$ cat src/rtl/ucode_sequencer_if.sv
`default_nettype none
// ---------------------------------------------------------------------------
// ucode_sequencer_if : decode request, microcode ROM and micro-op issue signals
// Revision 1.0
// ---------------------------------------------------------------------------
interface ucode_sequencer_if #(
  parameter int ADDR_W   = 7,
  parameter int DATA_W   = 16,
  parameter int MAX_UOPS = 16
);
  localparam int CNT_W = $clog2(MAX_UOPS + 1);

  logic              mi_valid;
  logic              mi_ready;
  logic [ADDR_W-1:0] mi_entry;
  logic [DATA_W-1:0] mi_ir1;
  logic [DATA_W-1:0] mi_ir2;

  logic [ADDR_W-1:0] rom_addr;
  logic [DATA_W-1:0] rom_ir1;
  logic [DATA_W-1:0] rom_ir2;
  logic [DATA_W-1:0] rom_data;

  logic              uop_valid;
  logic              uop_ready;
  logic [DATA_W-1:0] uop_w0;
  logic [DATA_W-1:0] uop_w1;

  logic              busy;
  logic              seq_done;
  logic              seq_err;
  logic [CNT_W-1:0]  uop_count;

  // Sequencer side.
  modport slave (
    input  mi_valid, mi_entry, mi_ir1, mi_ir2, rom_data, uop_ready,
    output mi_ready, rom_addr, rom_ir1, rom_ir2, uop_valid, uop_w0, uop_w1,
           busy, seq_done, seq_err, uop_count
  );

  // Decode / ROM / issue-stage side.
  modport master (
    output mi_valid, mi_entry, mi_ir1, mi_ir2, rom_data, uop_ready,
    input  mi_ready, rom_addr, rom_ir1, rom_ir2, uop_valid, uop_w0, uop_w1,
           busy, seq_done, seq_err, uop_count
  );
endinterface
`default_nettype wire

$ cat src/rtl/ucode_sequencer.sv
`default_nettype none
// ---------------------------------------------------------------------------
// ucode_sequencer : expands one macro-instruction into micro-ops from the ROM
// Revision 1.0
// ---------------------------------------------------------------------------
module ucode_sequencer #(
  parameter int ADDR_W   = 7,
  parameter int DATA_W   = 16,
  parameter int MAX_UOPS = 16
) (
  input wire               clk,
  input wire               rst,
  ucode_sequencer_if.slave bus
);
  localparam int                CNT_W   = $clog2(MAX_UOPS + 1);
  localparam logic [ADDR_W-1:0] PC_LAST = '1;
  localparam logic [CNT_W-1:0]  CNT_MAX = CNT_W'(MAX_UOPS);

  typedef enum logic [2:0] {
    S_IDLE   = 3'd0,
    S_FETCH0 = 3'd1,
    S_FETCH1 = 3'd2,
    S_ISSUE  = 3'd3,
    S_DONE   = 3'd4,
    S_ERR    = 3'd5
  } state_t;

  state_t            state;
  logic [ADDR_W-1:0] pc;
  logic              wrapped;
  logic [DATA_W-1:0] ir1_q;
  logic [DATA_W-1:0] ir2_q;
  logic [DATA_W-1:0] w0_q;
  logic [DATA_W-1:0] w1_q;
  logic [CNT_W-1:0]  count_q;
  logic              uop_valid_q;
  logic              mi_ready_q;
  logic              busy_q;
  logic              done_q;
  logic              err_q;

  logic [ADDR_W:0]   pc_step;
  logic [CNT_W-1:0]  count_inc;

  // Carry out of pc+2 marks a pair that ran past the top of the ROM.
  assign pc_step   = {1'b0, pc} + (ADDR_W + 1)'(2);
  assign count_inc = count_q + CNT_W'(1);

  assign bus.rom_addr  = (state == S_FETCH1) ? pc + ADDR_W'(1) : pc;
  assign bus.rom_ir1   = ir1_q;
  assign bus.rom_ir2   = ir2_q;
  assign bus.uop_w0    = w0_q;
  assign bus.uop_w1    = w1_q;
  assign bus.uop_valid = uop_valid_q;
  assign bus.mi_ready  = mi_ready_q;
  assign bus.busy      = busy_q;
  assign bus.seq_done  = done_q;
  assign bus.seq_err   = err_q;
  assign bus.uop_count = count_q;

  always_ff @(posedge clk) begin
    if (rst) begin
      state       <= S_IDLE;
      pc          <= '0;
      wrapped     <= 1'b0;
      ir1_q       <= '0;
      ir2_q       <= '0;
      w0_q        <= '0;
      w1_q        <= '0;
      count_q     <= '0;
      uop_valid_q <= 1'b0;
      mi_ready_q  <= 1'b1;
      busy_q      <= 1'b0;
      done_q      <= 1'b0;
      err_q       <= 1'b0;
    end else begin
      done_q <= 1'b0;
      err_q  <= 1'b0;
      case (state)
        S_IDLE: begin
          if (bus.mi_valid && mi_ready_q) begin
            pc         <= bus.mi_entry;
            ir1_q      <= bus.mi_ir1;
            ir2_q      <= bus.mi_ir2;
            count_q    <= '0;
            wrapped    <= 1'b0;
            mi_ready_q <= 1'b0;
            busy_q     <= 1'b1;
            state      <= S_FETCH0;
          end
        end
        S_FETCH0: begin
          // A pair starting at the last word, or after pc wrapped, is out of the ROM.
          if (pc == PC_LAST || wrapped) begin
            err_q <= 1'b1;
            state <= S_ERR;
          end else begin
            w0_q  <= bus.rom_data;
            state <= S_FETCH1;
          end
        end
        S_FETCH1: begin
          w1_q <= bus.rom_data;
          if (w0_q == '0 && bus.rom_data == '0) begin
            done_q <= 1'b1;
            state  <= S_DONE;
          end else begin
            uop_valid_q <= 1'b1;
            state       <= S_ISSUE;
          end
        end
        S_ISSUE: begin
          if (bus.uop_ready) begin
            uop_valid_q <= 1'b0;
            count_q     <= count_inc;
            pc          <= pc_step[ADDR_W-1:0];
            wrapped     <= pc_step[ADDR_W];
            if (count_inc == CNT_MAX) begin
              err_q <= 1'b1;
              state <= S_ERR;
            end else begin
              state <= S_FETCH0;
            end
          end
        end
        S_DONE, S_ERR: begin
          mi_ready_q <= 1'b1;
          busy_q     <= 1'b0;
          state      <= S_IDLE;
        end
        default: begin
          uop_valid_q <= 1'b0;
          mi_ready_q  <= 1'b1;
          busy_q      <= 1'b0;
          state       <= S_IDLE;
        end
      endcase
    end
  end
endmodule
`default_nettype wire

$ cat src/flat_wrapper.sv
// flat-port wrapper written by rule: the top's interface ports become plain ports
module ucode_sequencer_flat 
#(
  parameter int ADDR_W   = 7,
  parameter int DATA_W   = 16,
  parameter int MAX_UOPS = 16
)
  (clk, rst, bus_mi_valid, bus_mi_entry, bus_mi_ir1, bus_mi_ir2, bus_rom_data, bus_uop_ready, bus_mi_ready, bus_rom_addr, bus_rom_ir1, bus_rom_ir2, bus_uop_valid, bus_uop_w0, bus_uop_w1, bus_busy, bus_seq_done, bus_seq_err, bus_uop_count);
  ucode_sequencer_if #(.ADDR_W(ADDR_W), .DATA_W(DATA_W), .MAX_UOPS(MAX_UOPS)) bus_i ();
  input wire clk;
  input wire rst;
  input wire logic [$bits(bus_i.mi_valid)-1:0] bus_mi_valid;
  input wire logic [$bits(bus_i.mi_entry)-1:0] bus_mi_entry;
  input wire logic [$bits(bus_i.mi_ir1)-1:0] bus_mi_ir1;
  input wire logic [$bits(bus_i.mi_ir2)-1:0] bus_mi_ir2;
  input wire logic [$bits(bus_i.rom_data)-1:0] bus_rom_data;
  input wire logic [$bits(bus_i.uop_ready)-1:0] bus_uop_ready;
  output wire logic [$bits(bus_i.mi_ready)-1:0] bus_mi_ready;
  output wire logic [$bits(bus_i.rom_addr)-1:0] bus_rom_addr;
  output wire logic [$bits(bus_i.rom_ir1)-1:0] bus_rom_ir1;
  output wire logic [$bits(bus_i.rom_ir2)-1:0] bus_rom_ir2;
  output wire logic [$bits(bus_i.uop_valid)-1:0] bus_uop_valid;
  output wire logic [$bits(bus_i.uop_w0)-1:0] bus_uop_w0;
  output wire logic [$bits(bus_i.uop_w1)-1:0] bus_uop_w1;
  output wire logic [$bits(bus_i.busy)-1:0] bus_busy;
  output wire logic [$bits(bus_i.seq_done)-1:0] bus_seq_done;
  output wire logic [$bits(bus_i.seq_err)-1:0] bus_seq_err;
  output wire logic [$bits(bus_i.uop_count)-1:0] bus_uop_count;
  assign bus_i.mi_valid = bus_mi_valid;
  assign bus_i.mi_entry = bus_mi_entry;
  assign bus_i.mi_ir1 = bus_mi_ir1;
  assign bus_i.mi_ir2 = bus_mi_ir2;
  assign bus_i.rom_data = bus_rom_data;
  assign bus_i.uop_ready = bus_uop_ready;
  assign bus_mi_ready = bus_i.mi_ready;
  assign bus_rom_addr = bus_i.rom_addr;
  assign bus_rom_ir1 = bus_i.rom_ir1;
  assign bus_rom_ir2 = bus_i.rom_ir2;
  assign bus_uop_valid = bus_i.uop_valid;
  assign bus_uop_w0 = bus_i.uop_w0;
  assign bus_uop_w1 = bus_i.uop_w1;
  assign bus_busy = bus_i.busy;
  assign bus_seq_done = bus_i.seq_done;
  assign bus_seq_err = bus_i.seq_err;
  assign bus_uop_count = bus_i.uop_count;
  ucode_sequencer #(.ADDR_W(ADDR_W), .DATA_W(DATA_W), .MAX_UOPS(MAX_UOPS)) u_core (.clk(clk), .rst(rst), .bus(bus_i));
endmodule
$ cat config.mk
export PLATFORM = sky130hd
export DESIGN_NAME = ucode_sequencer_flat
export DESIGN_NICKNAME = d
export VERILOG_FILES = /design/src/rtl/ucode_sequencer_if.sv /design/src/rtl/ucode_sequencer.sv /design/src/flat_wrapper.sv
export SDC_FILE = /design/constraint.sdc
export NUM_CORES = 1
export LEC_CHECK = 0
export BUFFER_PORTS_ARGS = -buffer_cell sky130_fd_sc_hd__buf_2
export CORE_ASPECT_RATIO = 1.75
export CORE_UTILIZATION = 40
export DETAILED_ROUTE_END_ITERATION = 16
export PLACE_DENSITY = 0.79
export SYNTH_ARGS = -nofsm -noshare
export SYNTH_HDL_FRONTEND = slang
export SYNTH_SLANG_ARGS = --single-unit
$ cat constraint.sdc
create_clock -name clk -period 3.5 [get_ports clk]
set_clock_uncertainty 0.1 [all_clocks]
set_input_delay 0.7 -clock clk [delete_from_list [all_inputs] [get_ports clk]]
set_output_delay 0.7 -clock clk [all_outputs]
set_load 0.1 [all_outputs]
==> metrics.cfg, run 1 <==
[worst_setup_path]
worstSetupPathType=reg2out
cp-start-kind=register
endpoint_kind=output port
cp_max_fo=22
arrival_ns=2.19
cp.required_ns=2.70

[flow_run]
cap_violations=0

[global_route]
grt_use_total_pct=21.7
antenna_found_initial=0
grt_overflow_total=0
grt_pass1_wl_um=15300
grt_max_degree=79
first_global_vias=3319

[yosys]
syn_inst=426
synthTopCellsByArea=dfxtp_1 49%, nand2_1 12%, a21oi_1 8.6%
ys.flop_type=dfxtp_1
synth.ff_latch_count=85
yosys.area.top_type=dfxtp_1
synthArstFlopShare_pct=0
synth-edff-count=0
yosysTopAreaCellShare_pct=48.7
syn_avg_cell_area_sq_um=8.19
ys_seq_area_share_pct=48.7
ys_types=49
synth_commonest_cells=116 x nand2_1, 85 x dfxtp_1, 60 x a21oi_1
syn_area_sq_um=3490
synth.most_common_cell=nand2_1
synth_warnings=0
synth_fp_nets=488

[power_and_ir_drop]
combPwrFrac_pct=42.7
intPower_w=0.00206
power.switching_w=0.00180
powerDensity_nw_per_um2=825
ir_drop_v=0.000475
finalPower_w=0.00386
switching_share_pct=46.6
pwr-share-seq_pct=31.4
leakagePower_nw=2.08
pwr-share-clk_pct=26.0

[clock_network]
ctsHoldBuffers=0
ctsResizeCount=0
cts_tree=done
cts_buffers=9
h-tree-depth=3
clkTransAtPathRegs_ns=0.06
worstSkewPairLatency_ns=0.33
cts_buffer_depth=2
root_buffer=clkbuf_16
clock-sinks=85
cts_setup_buffers=0

[route]
totalWireLength_um=9470
vias=3419
first_pass_iters=4
ant_nets=0
wire_per_inst_um=14.0
drt_iter0_markers=226
drc=0
vias_per_cell=5.07

[timing]
setup_viol=0
timing.final.crit_share_pct=85.5
final_max_slew_viol_count=0
holdWs_ns=0.355
finalCriticalPeriod_ns=2.99
tightest_slew_ns=0.789
tns_ns=0
worst_slack_ns=0.508
rsz0062_at_grt=false
hold_violations=0
max_freq_mhz=334
maxSlewHeadroom_pct=47.4

[cells_and_area]
fin_nets=617
drive_above_1_share_pct=30.5
fin_util_pct=55.9
diodes=0
area_delta_synth_final_pct=34.1
fillers=795

[floorplan]
initial_core_util_pct=41.7
dieArea_sq_um=9120
io_pins=140
die_h_um=126
fp-row-count=44
core_area_sq_um=8370
die_width_um=72.6

[outcome]
status=complete, no violations

[placed_design]
place.gp.congestion=0.940
dp_hpwl_um=6990
place_ws_ns=0.919
portBuffers=139

[worst_hold_path]
hp-class=reg2reg

-- sequential cells by signal (all words and copies together), names as in the netlist, 3 cells and up --
register,flops
u_core.state,3
u_core.bus.uop_count,5
u_core.bus.uop_w0,16
u_core.bus.rom_ir2,16
u_core.bus.uop_w1,16
u_core.bus.rom_ir1,16
u_core.pc,7
-- cells in the final DEF, fill, tap and decap left out, drive strengths merged, types with 5 or more instances in the layout --
| cell | synthesis | layout |
|---|---|---|
| nor4 | 9 | 9 |
| dfxtp | 85 | 85 |
| o21ai | 11 | 11 |
| nor2 | 32 | 32 |
| mux2i | 16 | 16 |
| nand2 | 116 | 116 |
| and2 | 5 | 5 |
| inv | 5 | 5 |
| a21oi | 60 | 60 |
| clkbuf | 21 | 10 |
| xnor2 | 6 | 6 |
| buf | 6 | 145 |
-- area by class of cell --
class	count	area (sq um)	share of cell area, %
well taps	115	144	3.07
multi-input cells	309	1680	36.0
repair buffers	145	816	17.4
clock inverters	6	87.6	1.87
clock buffers	10	229	4.89
flip-flops and latches	85	1700	36.4
inverters	5	18.8	0.401
-- power by group through the flow --
stage / sequential, W / combinational, W / clock [W]
3_3_place_gp: 0.00122 / 0.00163 / 0
4_1_cts: 0.00121 / 0.00165 / 0.00102
2_1_floorplan: 0.00200 / 0.000561 / 0
3_5_place_dp: 0.00123 / 0.00165 / 0
6_report: 0.00121 / 0.00165 / 0.00100
5_1_grt: 0.00123 / 0.00173 / 0.00106
-- path summary, 6_finish.rpt --
kind,from,to,slack (ns),depth (start not counted)
min reg2reg,u_core.bus.rom_ir2[12]$_SDFFE_PP0P_,u_core.bus.rom_ir2[12]$_SDFFE_PP0P_,0.35,2
min,u_core.bus.rom_ir2[12]$_SDFFE_PP0P_,u_core.bus.rom_ir2[12]$_SDFFE_PP0P_,0.35,2
max reg2reg,u_core.state[1]$_SDFFE_PP0P_,u_core.bus.rom_ir1[11]$_SDFFE_PP0P_,1.26,5
max,u_core.state[1]$_SDFFE_PP0P_,bus_rom_addr[3],0.51,6
-- critical path, stage by stage (launching register included) --
cell and delay (ns):
dfxtp_1 0.59, nand2b_1 0.20, nor2_1 0.13, buf_4 0.26
nand3_1 0.13, xnor2_1 0.31, buf_12 0.22
-- routing by layer --
layer	up-vias	track usage [%]	wire (um)
met5	-	0	0
met3	32	5.80	486
met1	1577	22.4	3510
met4	0	12.3	404
met2	101	38.4	5070
li1	1709	-	-
-- logic make-up after synthesis --
logic type	Yosys count	share of synthesized area [%]
adders and majority gates	3	1.08
AOI/OAI and AO/OA	91	15.3
buffers and inverters	32	3.98
and+or+nand+nor	193	24.8
muxes	16	4.59
xor gates and xnor gates	6	1.51
DFF	85	48.7
-- metrics by stage --
stage / cells / cell area (sq um)
finish: 675 / 4680
global route: 675 / 4680
CTS: 675 / 4680
detailed placement: 659 / 4360
global placement: 659 / 4360
floorplan: 426 / 3520
(Power assumes the default switching activity.)
==> run 2: changes to the inputs <==
CTS_CLUSTER_DIAMETER = 50   (was default)
PLACE_DENSITY = default   (was 0.79)
PLACE_DENSITY_LB_ADDON = 0.05   (was default)
==> metrics.cfg, run 2 (synthesis gave the netlist of run 1 again) <==
[outcome]
status=complete, no violations

[cells_and_area]
finalNonFillerCells=676  ; +0.15%
final_common_cell=buf_2
fin_nets=618  ; +0.16%
layout_common_cells=133 x buf_2, 116 x nand2_1, 85 x dfxtp_1
fillers=842  ; +5.9%
drive_above_1_share_pct=30.8  ; +0.30 points
diodes=0  ; unchanged
area_delta_synth_final_pct=35.2
fin_area_sq_um=4720  ; +0.86%

[clock_network]
clkTransAtPathRegs_ns=0.06  ; about the same
h-tree-depth=3  ; unchanged
cts_tree=done
cts_setup_buffers=0  ; unchanged
ctsResizeCount=0  ; unchanged
cts_buffers=9  ; unchanged
ctsHoldBuffers=0  ; unchanged
clock-sinks=85  ; unchanged
cts_buffer_depth=2  ; unchanged
root_buffer=clkbuf_16
worstSkewPairLatency_ns=0.33  ; about the same

[timing]
timing.final.crit_share_pct=87.1  ; +1.6 points
holdWs_ns=0.351  ; -0.00419 ns
final_max_slew_viol_count=0  ; unchanged
rsz0062_at_grt=false
max_freq_mhz=328  ; -1.8%
tightest_slew_ns=0.797  ; +0.00785 ns
hold_violations=0  ; unchanged
setup_viol=0  ; unchanged
maxSlewHeadroom_pct=45.5  ; -1.9 points
tns_ns=0  ; unchanged
finalCriticalPeriod_ns=3.05  ; +0.0546 ns

[route]
ant_nets=0  ; unchanged
vias_per_cell=4.96  ; -2.0%
vias=3354  ; -1.9%
wire_per_inst_um=14.3  ; +2.1%
first_pass_iters=4  ; unchanged
drc=0  ; unchanged
top_layer=met4
wl_met3_um=396  ; -19%
totalWireLength_um=9670  ; +2.2%
met2WireLength_um=5340  ; +5.2%
drt_iter0_markers=166  ; -27%
m1WireLength_um=3700  ; +5.6%

[global_route]
grt_use_total_pct=22.0  ; +0.23 points
grt_max_degree=42  ; -47%
first_global_vias=3119  ; -6.0%
antenna_found_initial=0  ; unchanged
grt_pass1_wl_um=15300  ; +0.37%
grt_overflow_total=0  ; unchanged

[worst_setup_path]
cp_max_fo=14  ; -36%
endpoint_kind=output port
cp-start-kind=register
cp.required_ns=2.70  ; about the same
worstSetupPathType=reg2out
arrival_ns=2.25  ; +0.06 ns

[flow_run]
cap_violations=0  ; unchanged

[floorplan]
fp-row-count=44  ; unchanged
dieArea_sq_um=9120  ; unchanged
core_area_sq_um=8370  ; unchanged
io_pins=140  ; unchanged
initial_core_util_pct=41.7  ; unchanged
die_h_um=126  ; unchanged
die_width_um=72.6  ; unchanged

[power_and_ir_drop]
finalPower_w=0.00391  ; +1.4%
pwr-share-clk_pct=26.6  ; +0.6 points
intPower_w=0.00211  ; +2.4%
power.switching_w=0.00180  ; +0.16%
switching_share_pct=46.0  ; -0.55 points
pwr-share-seq_pct=31.0  ; -0.4 points
leakagePower_nw=2.10  ; +0.66%
powerDensity_nw_per_um2=829  ; +0.50%
combPwrFrac_pct=42.5  ; -0.2 points
ir_drop_v=0.000490  ; +3.3%

[placed_design]
portBuffers=139  ; unchanged
postPlaceCellArea_sq_um=4390  ; +0.52%
dp_hpwl_um=7120  ; +1.8%
place.gp.congestion=0.832  ; -12%
dp.cells=660  ; +0.15%

[worst_hold_path]
hp-class=reg2reg

-- run 2: area by class of cell --
class | instances | area [sq um] | share of cell area (%)
Sequential cell | 85 | 1700 | 36.1
Clock inverter | 5 | 81.3 | 1.72
Timing Repair Buffer | 146 | 838 | 17.8
Multi-Input combinational cell | 309 | 1680 | 35.7
Inverter | 5 | 18.8 | 0.398
Tap cell | 115 | 144 | 3.05
Clock buffer | 11 | 253 | 5.36
-- run 2: final timing paths --
kind,cells past startpoint,to,slack (ns),startpoint
min reg2reg,2,u_core.bus.rom_ir1[4]$_SDFFE_PP0P_,0.35,u_core.bus.rom_ir1[4]$_SDFFE_PP0P_
max,5,bus_rom_addr[6],0.45,u_core.state[1]$_SDFFE_PP0P_
min,2,u_core.bus.rom_ir1[4]$_SDFFE_PP0P_,0.35,u_core.bus.rom_ir1[4]$_SDFFE_PP0P_
max reg2reg,3,u_core.bus.seq_err$_SDFF_PP0_,1.21,u_core.state[1]$_SDFFE_PP0P_
-- run 2: power by group through the flow --
stage	sequential, W	clock, W	combinational, W
after floorplan	0.00200	0	0.000561
after global placement	0.00122	0	0.00166
after detailed placement	0.00123	0	0.00167
after CTS	0.00121	0.00106	0.00168
after global routing	0.00123	0.00111	0.00175
final	0.00121	0.00104	0.00166
-- run 2: critical path, stage by stage, from the launching register on --
cell	delay, ns
dfxtp_1	0.59
nand2b_1	0.21
nor2_1	0.45
nand4_1	0.18
xnor2_1	0.27
buf_12	0.21
-- run 2: stage by stage --
stage	setup WS (ns)	util, %
after global routing	0.205	56.4
final	0.453	56.4
after CTS	0.434	56.4
after floorplan	0.0444	-
after global placement	0.900	52.4
after detailed placement	0.802	52.4
-- run 2: routing by layer --
metal	vias up	global-route usage (%)
li1	1713	-
met3	22	4.75
met5	-	0
met2	96	39.4
met1	1523	23.7
met4	0	10.4
